File: src/rtl/parking_gate_arbiter.sv
// parking_gate_arbiter: shares one barrier gate between entry/exit lanes and tracks lot occupancy
module parking_gate_arbiter #(
  parameter int CAPACITY     = 8,
  parameter int CNT_W        = 4,
  parameter int OPEN_CYCLES  = 4,
  parameter int PASS_TIMEOUT = 16
) (
  input  logic             clk,
  input  logic             rst,
  input  logic             entry_req,
  input  logic             exit_req,
  input  logic             car_passed,
  output logic             entry_grant,
  output logic             exit_grant,
  output logic             gate_open,
  output logic             timeout_flag,
  output logic [CNT_W-1:0] occupancy,
  output logic             full,
  output logic             empty
);
  localparam int TMAX = (OPEN_CYCLES > PASS_TIMEOUT) ? OPEN_CYCLES : PASS_TIMEOUT;
  localparam int TW   = $clog2(TMAX + 1);
  typedef enum logic [1:0] {IDLE, OPENING, WAIT_PASS, CLOSING} state_t;
  state_t state, state_nxt;
  logic lane, last_served;
  logic [TW-1:0] timer;
  logic entry_ok, exit_ok, pick_exit, grant, travel_done, passed, expired;
  assign full  = occupancy == CNT_W'(CAPACITY);
  assign empty = occupancy == '0;
  always_comb begin
    entry_ok    = entry_req && !full;
    exit_ok     = exit_req && !empty;
    pick_exit   = exit_ok && (!entry_ok || !last_served);
    grant       = state == IDLE && (entry_ok || exit_ok);
    travel_done = timer == TW'(OPEN_CYCLES - 1);
    passed      = state == WAIT_PASS && car_passed;
    expired     = state == WAIT_PASS && !car_passed && timer == TW'(PASS_TIMEOUT - 1);
    state_nxt   = grant                             ? OPENING   :
                  (state == OPENING && travel_done) ? WAIT_PASS :
                  (passed || expired)               ? CLOSING   :
                  (state == CLOSING && travel_done) ? IDLE      : state;
  end
  always_ff @(posedge clk) begin
    if (!rst) begin
      state        <= IDLE;
      timer        <= '0;
      lane         <= 1'b0;
      last_served  <= 1'b1;
      occupancy    <= '0;
      entry_grant  <= 1'b0;
      exit_grant   <= 1'b0;
      gate_open    <= 1'b0;
      timeout_flag <= 1'b0;
    end else begin
      state        <= state_nxt;
      timer        <= (state_nxt != state) ? '0 : timer + 1'b1;
      if (grant) begin
        lane        <= pick_exit;
        last_served <= pick_exit;
      end
      // lane 1 = exit; saturation is a guard, eligibility normally prevents it
      if (passed)
        occupancy <= lane ? (empty ? occupancy : occupancy - 1'b1)
                          : (full ? occupancy : occupancy + 1'b1);
      entry_grant  <= grant && !pick_exit;
      exit_grant   <= grant && pick_exit;
      gate_open    <= state_nxt == OPENING || state_nxt == WAIT_PASS;
      timeout_flag <= expired;
    end
  end
endmodule

File: config.mk
export PLATFORM = sky130hd
export DESIGN_NAME = parking_gate_arbiter
export DESIGN_NICKNAME = d
export VERILOG_FILES = /design/src/rtl/parking_gate_arbiter.sv
export SDC_FILE = /design/constraint.sdc
export NUM_CORES = 1
export LEC_CHECK = 0
export ABC_AREA = 1
export ABC_CLOCK_PERIOD_IN_PS = 2000
export CORE_AREA = 5 5 56 58
export CTS_CLUSTER_DIAMETER = 80
export CTS_CLUSTER_SIZE = 20
export DETAILED_ROUTE_END_ITERATION = 12
export DIE_AREA = 0 0 61 63
export HOLD_SLACK_MARGIN = 0.08
export RECOVER_POWER = 100
export SYNTH_ARGS = -nofsm -noshare
export SYNTH_HDL_FRONTEND = slang
export SYNTH_SLANG_ARGS = --single-unit
File: constraint.sdc
create_clock -name clk -period 2 [get_ports clk]
set_input_delay 0.5 -clock clk [delete_from_list [all_inputs] [get_ports clk]]
set_output_delay 0.5 -clock clk [all_outputs]
set_load 0.01 [all_outputs]
==> summary.txt <==
Outcome
  • Outcome: completed

Cells and area
  • Total Nets Final: 141
  • Post-layout util: 0.410
  • Diodes inserted: 0
  • Layout cells sized above 1: 0.162
  • Area grow syn2layout: 22.1%

Die
  • Die Span Y: 63 µm
  • Total die area: 3840 µm²
  • Io pins: 15
  • Starting Density: 0.335
  • Width of the die: 61 µm
  • FP Rows: 19
  • Core Region: 2620 µm²

Synthesis
  • Post-synth ARST share: 0
  • Post-Syn Instances: 111
  • Post-synth top cells: 17 x dfxtp_1, 17 x nand2_1, 13 x nor2_1
  • Synth unique cells: 22
  • Syn Std Cell Area: 877 µm²
  • Mapped Nets: 121
  • Number of flops mapped to enable cells by yosys: 0
  • Synthesis Warnings: 0
  • Synth Register Bits: 17
  • Synth area leader: dfxtp_1
  • Yosys top cell area share: 0.388
  • Top post-synthesis cells by area: dfxtp_1 39%, nand2_1 7.3%, ha_1 5.7%
  • Most used flip-flop cell after synthesis: dfxtp_1
  • Post-Syn Area per Cell: 7.90 µm²
  • Sequential share of the synthesized area: 0.388

Placement
  • Pre-CTS setup slack: 0.297 ns
  • Hpwl dp: 1240 µm
  • GP Congestion: 0.838
  • Number of port buffers: 14

Clock tree
  • CTS max path bufs: 2
  • H-tree levels: 1
  • # Post-CTS Setup Buffers: 0
  • Worst-path clk slew: 0.10 ns
  • Root Driver: clkbuf_4
  • Clock sinks: 17
  • CTS buffer count: 3
  • CTS tree: built
  • Clk_lat worst skew: 0.29 ns

Global routing
  • Initial antenna violation count: 0
  • Grt ovf: 0
  • Largest net degree at the start of global routing: 10
  • First-pass GRT wire length: 2790 µm
  • Vias in the first global route: 680
  • All-layer global routing usage: 0.0959

Critical path
  • Critical path data required time: 1.50 ns
  • CP max FO: 6
  • Arr. time, crit path: 1.44 ns
  • Startpoint Class: flop
  • Crit path kind: reg -> out
  • CP endpoint kind: output port

STA
  • RSZ-0062 raised after global routing: true
  • Slew Viols, Final: 0
  • Final setup vio count: 0
  • Setup tns final: 0 ns
  • Fin Hold WS: 0.472 ns
  • Tcrit/Tclk final: 0.972
  • Final worst path period need: 1.94 ns
  • Clk_skew: 0.00743 ns
  • Worst slew pin tran: 0.382 ns
  • Worst setup margin: 0.0562 ns
  • Rel. slew slack: 0.744
  • Final hold vios: 0
  • Fmax: 514 MHz

Power and ir drop
  • Leakage: 0.487 nW
  • Sequential share of power: 0.582
  • Switching share of total power: 0.250
  • P_int: 0.000465 W
  • Worst-case vdd ir drop: 0.350 mV
  • Pwr Density: 580 nW/µm²
  • Logic pwr share: 0.127
  • Clock network power share: 0.291
  • Psw: 0.000155 W

Detailed routing
  • Via-per-instance ratio: 4.43
  • Vias: 713
  • DR WL/cell: 9.70 µm
  • Routed Antenna Nets: 0
  • Residual DRC count: 0
  • Drt first-iter violations: 3
  • WL final: 1560 µm
  • DRT Pass-1 Iters: 2

Flow run
  • MaxCap Viol Count: 0

Hold path
  • Min-delay worst type: reg -> reg
-- cell usage in the layout, fill, tap and decap left out, types with 3 or more instances in the layout --
cell type / instances
a21oi_1: 6
clkbuf_4: 3
clkdlybuf4s50_1: 6
dfxtp_1: 14
dlygate4sd3_1: 7
ha_1: 4
inv_1: 13
nand2_1: 21
nand2_2: 3
nand3_1: 9
nor2_1: 13
nor2_2: 6
xor2_1: 3
-- metrics by stage --
| stage | cell area, µm² | cells | total power [W] |
|---|---|---|---|
| 2_1_floorplan | 877 | 111 | 0.000434 |
| 3_3_place_gp | 1060 | 157 | 0.000463 |
| 3_5_place_dp | 1060 | 157 | 0.000465 |
| 4_1_cts | 1090 | 161 | 0.000650 |
| 5_1_grt | 1070 | 161 | 0.000659 |
| 6_report | 1070 | 161 | 0.000621 |
-- cells by family after synthesis --
logic type,Yosys count,synth area share
DFF,17,0.388
adders and majority gates,5,0.0799
and+or+nand+nor,57,0.334
AOI/OAI and AO/OA,10,0.0599
xor gates and xnor gates,5,0.0499
buffers and inverters,17,0.0884
-- state kept, by name, indices dropped and copies added (netlist names) --
signal        flops
occupancy         4
timer             5
last_served       1
exit_grant        1
entry_grant       1
gate_open         1
lane              1
state             2
timeout_flag      1
-- path summary, 6_finish.rpt --
path | from | to | slack [ns] | cells after the start
min | last_served | last_served | 0.47 | 2
max reg2reg | timer[0] | timer[2] | 0.31 | 11
min reg2reg | last_served | last_served | 0.47 | 2
max | occupancy[2] | empty | 0.06 | 4
-- final cells by class --
class	count	area (µm²)
repair buffers	15	148
well taps	31	38.8
fillers	290	1540
flip-flops and latches	17	347
multi-input cells	77	434
inverters	17	77.6
clock buffers	4	26.3
-- routing by layer --
metal	GRT usage	wire length (µm)	vias to the layer above
li1	-	-	387
met1	0.122	734	309
met2	0.144	684	13
met3	0.0269	102	4
met4	0.0488	40	0
met5	0	0	-
-- worst max-delay path: stages (launching register included) --
cell,delay [ns]
dfxtp_1,0.38
nor2_1,0.11
nand2_1,0.09
inv_1,0.05
clkdlybuf4s50_1,0.52
-- what timing repair did --
| action | in CTS | in global routing |
|---|---|---|
| pin swaps | 0 | 1 |
| hold buffers | 0 | 0 |
| setup endpoints to repair | 2 | 2 |
| gates resized for setup | 2 | 5 |
-- power groups by stage --
stage	sequential (W)	clock [W]	combinational, W
after floorplan	0.000371	0	0.0000633
after global placement	0.000371	0	0.0000929
after detailed placement	0.000372	0	0.0000935
after CTS	0.000364	0.000192	0.0000943
after global routing	0.000364	0.000205	0.0000905
final	0.000362	0.000181	0.0000786
(Power assumes the default switching activity.)
==> variant 1: new RTL, same flow settings <==
Put one more register stage on the output `timeout_flag`, without a reset. The value now appears one clock later. The other outputs are not delayed to match.
--- a/src/rtl/parking_gate_arbiter.sv
+++ b/src/rtl/parking_gate_arbiter.sv
@@ -23,2 +23,4 @@
   typedef enum logic [1:0] {IDLE, OPENING, WAIT_PASS, CLOSING} state_t;
+
+  logic timeout_flag_s0;
   state_t state, state_nxt;
@@ -52,3 +54,3 @@
       gate_open    <= 1'b0;
-      timeout_flag <= 1'b0;
+      timeout_flag_s0 <= 1'b0;
     end else begin
@@ -67,5 +69,9 @@
       gate_open    <= state_nxt == OPENING || state_nxt == WAIT_PASS;
-      timeout_flag <= expired;
+      timeout_flag_s0 <= expired;
     end
   end
+  always_ff @(posedge clk) begin
+    timeout_flag <= timeout_flag_s0;
+  end
+
 endmodule
Check against the original RTL: no difference found for any inputs over 10 cycles, from zero or initial values and one cycle with rst low; that may be too few to reach the edited logic, so the function may still have changed.
==> variant 1 against the original RTL <==
  * Power increased by 10%
  * Worst hold slack got worse by 140 ps
  * Synthesized area increased by 2.3%
  * Critical path type unchanged
  * Wire length increased by 7.0%
  * Setup slack improved by 100 ps
  * Clock power increased by 24%
  * Sequential cell count increased by 1
  * Final area increased by 1.9%
==> variant 1: results (changes against the original RTL) <==
stage,metric,value,unit,change
drt,met2 wire len,828,um,+21%
place,placed cells,158,,+0.64%
grt,first-pass GRT wire length,2946,um,+5.7%
synthesis,Synth Area in Compound Gates,0.05858,,-0.001337
drt,initial detailed-routing violation count,12,,+9
synthesis,synthesized-area fraction occupied by xor and xnor cells,0.04881,,-0.001114
place,"worst slack, placed",285.1,ps,-11.67 ps
drt,Via Count,739,,+3.6%
layout,FILL cells,275,,-5.2%
synthesis,Mean Syn Cell Area,8.010,um^2,+1.4%
place,Area after DPL,1084,um^2,+1.9%
outcome,status,finished clean,,
place,RePlAce Congestion,0.7344,,-12%
pwr,leak pwr,0.5263,nW,+8.2%
drt,met1 wire length,720,um,-1.9%
place,DP HPWL,1338,um,+8.3%
pwr,internal cell power,519.1,uW,+12%
layout,Layout Utilization,0.4172,,+0.007656
drt,Vias/cell,4.562,,+3.0%
layout,layout cells sized above 1,0.1145,,-0.04703
synthesis,post-synthesis net count,122,,+0.83%
sta,Least-Margin Pin Slew,361.3,ps,-20.34 ps
setup_path,WP data arrival,1340,ps,-100 ps
setup_path,CP peak stage delay,630,ps,+110 ps
drt,overall routed net length,1671,um,+7.0%
clock_tree,# resized after CTS,3,,+1
grt,M1 GR Usage,0.1277,,+0.006106
grt,met2 Use GR,0.1564,,+0.01203
synthesis,Synth Area in Adders,0.07810,,-0.001783
pwr,peak supply drop,0.0003850,V,+9.9%
drt,drt first pass iters,4,,+2
grt,total track usage,0.1007,,+0.004833
sta,Post-Route Skew,7.614,ps,+0.1880 ps
layout,Seq area share,0.3337,,+0.01012
synthesis,sequential area share after synthesis,0.4017,,+0.01366
grt,largest net degree at the start of global routing,11,,+1
setup_path,Critical Path Fanout Max,5,,-1
synthesis,unique cell type count in the Yosys netlist,22,,unchanged
synthesis,Post-synth top cells,"18 x dfxtp_1, 17 x nand2_1, 13 x nor2_1, 11 x inv_1, 9 x nand3_1",,
grt,vias in the first global route,677,,-0.44%
layout,Final clock-cell share,0.03326,,+0.008724
layout,Data buffer area share,0.1399,,+0.002057
## variant 1: changes by cell type in the layout (fill, tap and decap cells not counted), moves of 2 or more
cell,before,now
nor2_1,13,18
nor2_2,6,2
clkdlybuf4s50_1,6,3
dfxtp_1,14,17
dfxtp_2,2,0
dlygate4sd3_1,7,9
dlymetal6s2s_1,0,2
## variant 1: path summary, 6_finish.rpt
path | from | to | slack, ps | cells after the start
max | occupancy[1] | occupancy[1] | 160 | 1
min | timeout_flag_s0 | timeout_flag | 340 | 0
max reg2reg | timer[0] | timer[2] | 400 | 11
min reg2reg | timeout_flag_s0 | timeout_flag | 340 | 0
## variant 1: power groups by stage
| stage | Combinational (mW) | Sequential [mW] | Clock, mW |
|---|---|---|---|
| global placement | 0.0924 | 0.391 | 0 |
| floorplan | 0.0633 | 0.391 | 0 |
| finish | 0.0791 | 0.381 | 0.224 |
| detailed placement | 0.0946 | 0.392 | 0 |
| global route | 0.0904 | 0.383 | 0.252 |
| CTS | 0.0952 | 0.383 | 0.232 |
==> variant 2: new RTL, config.mk and constraints unchanged <==
Made on the original files. Set the parameter `CNT_W` to 5 (it was 4).
--- a/src/rtl/parking_gate_arbiter.sv
+++ b/src/rtl/parking_gate_arbiter.sv
@@ -3,3 +3,3 @@
   parameter int CAPACITY     = 8,
-  parameter int CNT_W        = 4,
+  parameter int CNT_W        = 5,
   parameter int OPEN_CYCLES  = 4,
Ports: changed (resized occupancy); port bits go from 15 to 16. No check against the original RTL was run, so the function may have changed too.
==> variant 2 against the original RTL <==
  * Sequential cell count up 1
  * Final area grew 7.6%
  * Register-to-register slack got worse by 70 ps
  * Synthesized area rose by 6.6%
  * Wire length increased by 21%
  * Power rose by 6.8%
  * Utilization up 3.1 points
  * Critical path type unchanged
  * Clock skew rose by 0.53 ps
  * Setup slack improved by 80 ps
  * Combinational power fell by 24%
==> variant 2: results (changes against the original RTL) <==
stage,metric,value,unit,change
pwr,peak supply drop,0.0004797,V,+37%
synthesis,post-synthesis net count,136,,+12%
clock_tree,Clock Latency Late Sink,290,ps,about the same
setup_path,Critical Path Fanout Max,4,,-2
drt,initial detailed-routing violation count,15,,+12
setup_path,slowest library cell on the worst path,dfxtp_1,,
setup_path,Top delay family on crit path,buffers and inverters,,
place,port bufs,15,,+1
drt,Vias/cell,4.676,,+5.6%
drt,drt first pass iters,4,,+2
grt,first-pass GRT wire length,3332,um,+20%
layout,layout cells sized above 1,0.09655,,-0.06499
drt,overall routed net length,1890,um,+21%
pwr,leak pwr,0.5343,nW,+9.8%
layout,fin nets,157,,+11%
pwr,Sw Ratio,0.2341,,-0.01620
layout,top flop regs,"occupancy: 5 flops, timer: 5 flops, state: 2 flops",,
synthesis,unique cell type count in the Yosys netlist,21,,-4.5%
outcome,status,finished clean,,
synthesis,synth top area cells,"dfxtp_1 39%, nand2_1 12%, inv_1 6.8%, ha_1 6.7%, a21oi_1 5.9%",,
grt,largest net degree at the start of global routing,13,,+3
place,RePlAce Congestion,0.7715,,-8.0%
setup_path,WP data arrival,1360,ps,-80 ps
sta,Least-Margin Pin Slew,364.6,ps,-17.06 ps
grt,total track usage,0.1124,,+0.01656
synthesis,sequential area share after synthesis,0.3855,,-0.002475
place,DP HPWL,1532,um,+24%
sta,Post-Route Skew,7.959,ps,+0.5338 ps
setup_path,CP peak stage delay,360,ps,-160 ps
drt,post-route ant nets,0,,unchanged
synthesis,Post-synth top cells,"29 x nand2_1, 18 x dfxtp_1, 17 x inv_1, 11 x a21oi_1, 9 x nor2_1",,
[variant 2: logic make-up (layout without fill, tap and decap cells)]
group / Yosys count / count (layout) / share of synthesized area
fa+ha+maj: 6 / 6 / 0.08835
compound gates: 13 / 13 / 0.06961
flops: 18 / 18 / 0.3855
simple gates: 64 / 64 / 0.3333
buf+inv: 19 / 39 / 0.07630
xor+xnor: 5 / 5 / 0.04686
[variant 2: power groups by stage]
stage                     Clock (mW)  Combinational [mW]  Sequential (mW)
after floorplan                    0              0.0411            0.389
after global placement             0              0.0672            0.389
after detailed placement           0              0.0685            0.389
after CTS                      0.235              0.0689            0.381
after global routing           0.254              0.0698            0.383
final                          0.222              0.0601            0.381
[variant 2: metal layers]
metal	vias up	wire [um]	track usage
met2	8	1008	0.1965
met5	-	0	0
met1	379	791	0.1225
li1	434	-	-
met3	2	74	0.04752
met4	0	14	0.02439
[variant 2: worst register-to-register path, delay by kind of cell (launching register included)]
family | cells | cell delay, ps
AO/OA/AOI/OAI | 1 | 130
adder cells (fa/ha/maj) | 1 | 470
buffers and inverters | 1 | 120
flip-flops | 1 | 450
AND/OR/NAND/NOR | 5 | 530
[variant 2: area by class of cell]
class                      count  area, um^2
clock buffer                   4       36.28
inverter                      18       67.56
sequential                    18       360.3
fill                         295        1463
timing repair buffer          17       163.9
tap                           31       38.79
multi-input combinational     88       485.5
[variant 2: final timing paths]
check | depth (start not counted) | slack, ps | endpoint | startpoint
setup reg to reg | 8 | 240 | occupancy[4] | occupancy[0]
hold / removal | 1 | 460 | timer[0] | timer[0]
hold reg to reg | 1 | 460 | timer[0] | timer[0]
setup / recovery | 5 | 140 | empty | occupancy[4]
[variant 2: what timing repair did]
action                                  in CTS  in global routing
gates cloned                                 0                  0
endpoints found under the setup margin       2                  1
gates resized for setup                      5                  1
buffers inserted                             1                  0
pin swaps                                    1                  0
[variant 2: metrics by stage]
step	std cells	area (um^2)	setup WS (ps)	power, mW
3_5_place_dp	171	1127	217.4	0.4577
2_1_floorplan	125	934.6	370.2	0.4303
4_1_cts	176	1176	98.87	0.6849
6_report	176	1152	136.1	0.6633
3_3_place_gp	171	1127	242.9	0.4558
5_1_grt	176	1152	9.338	0.7073
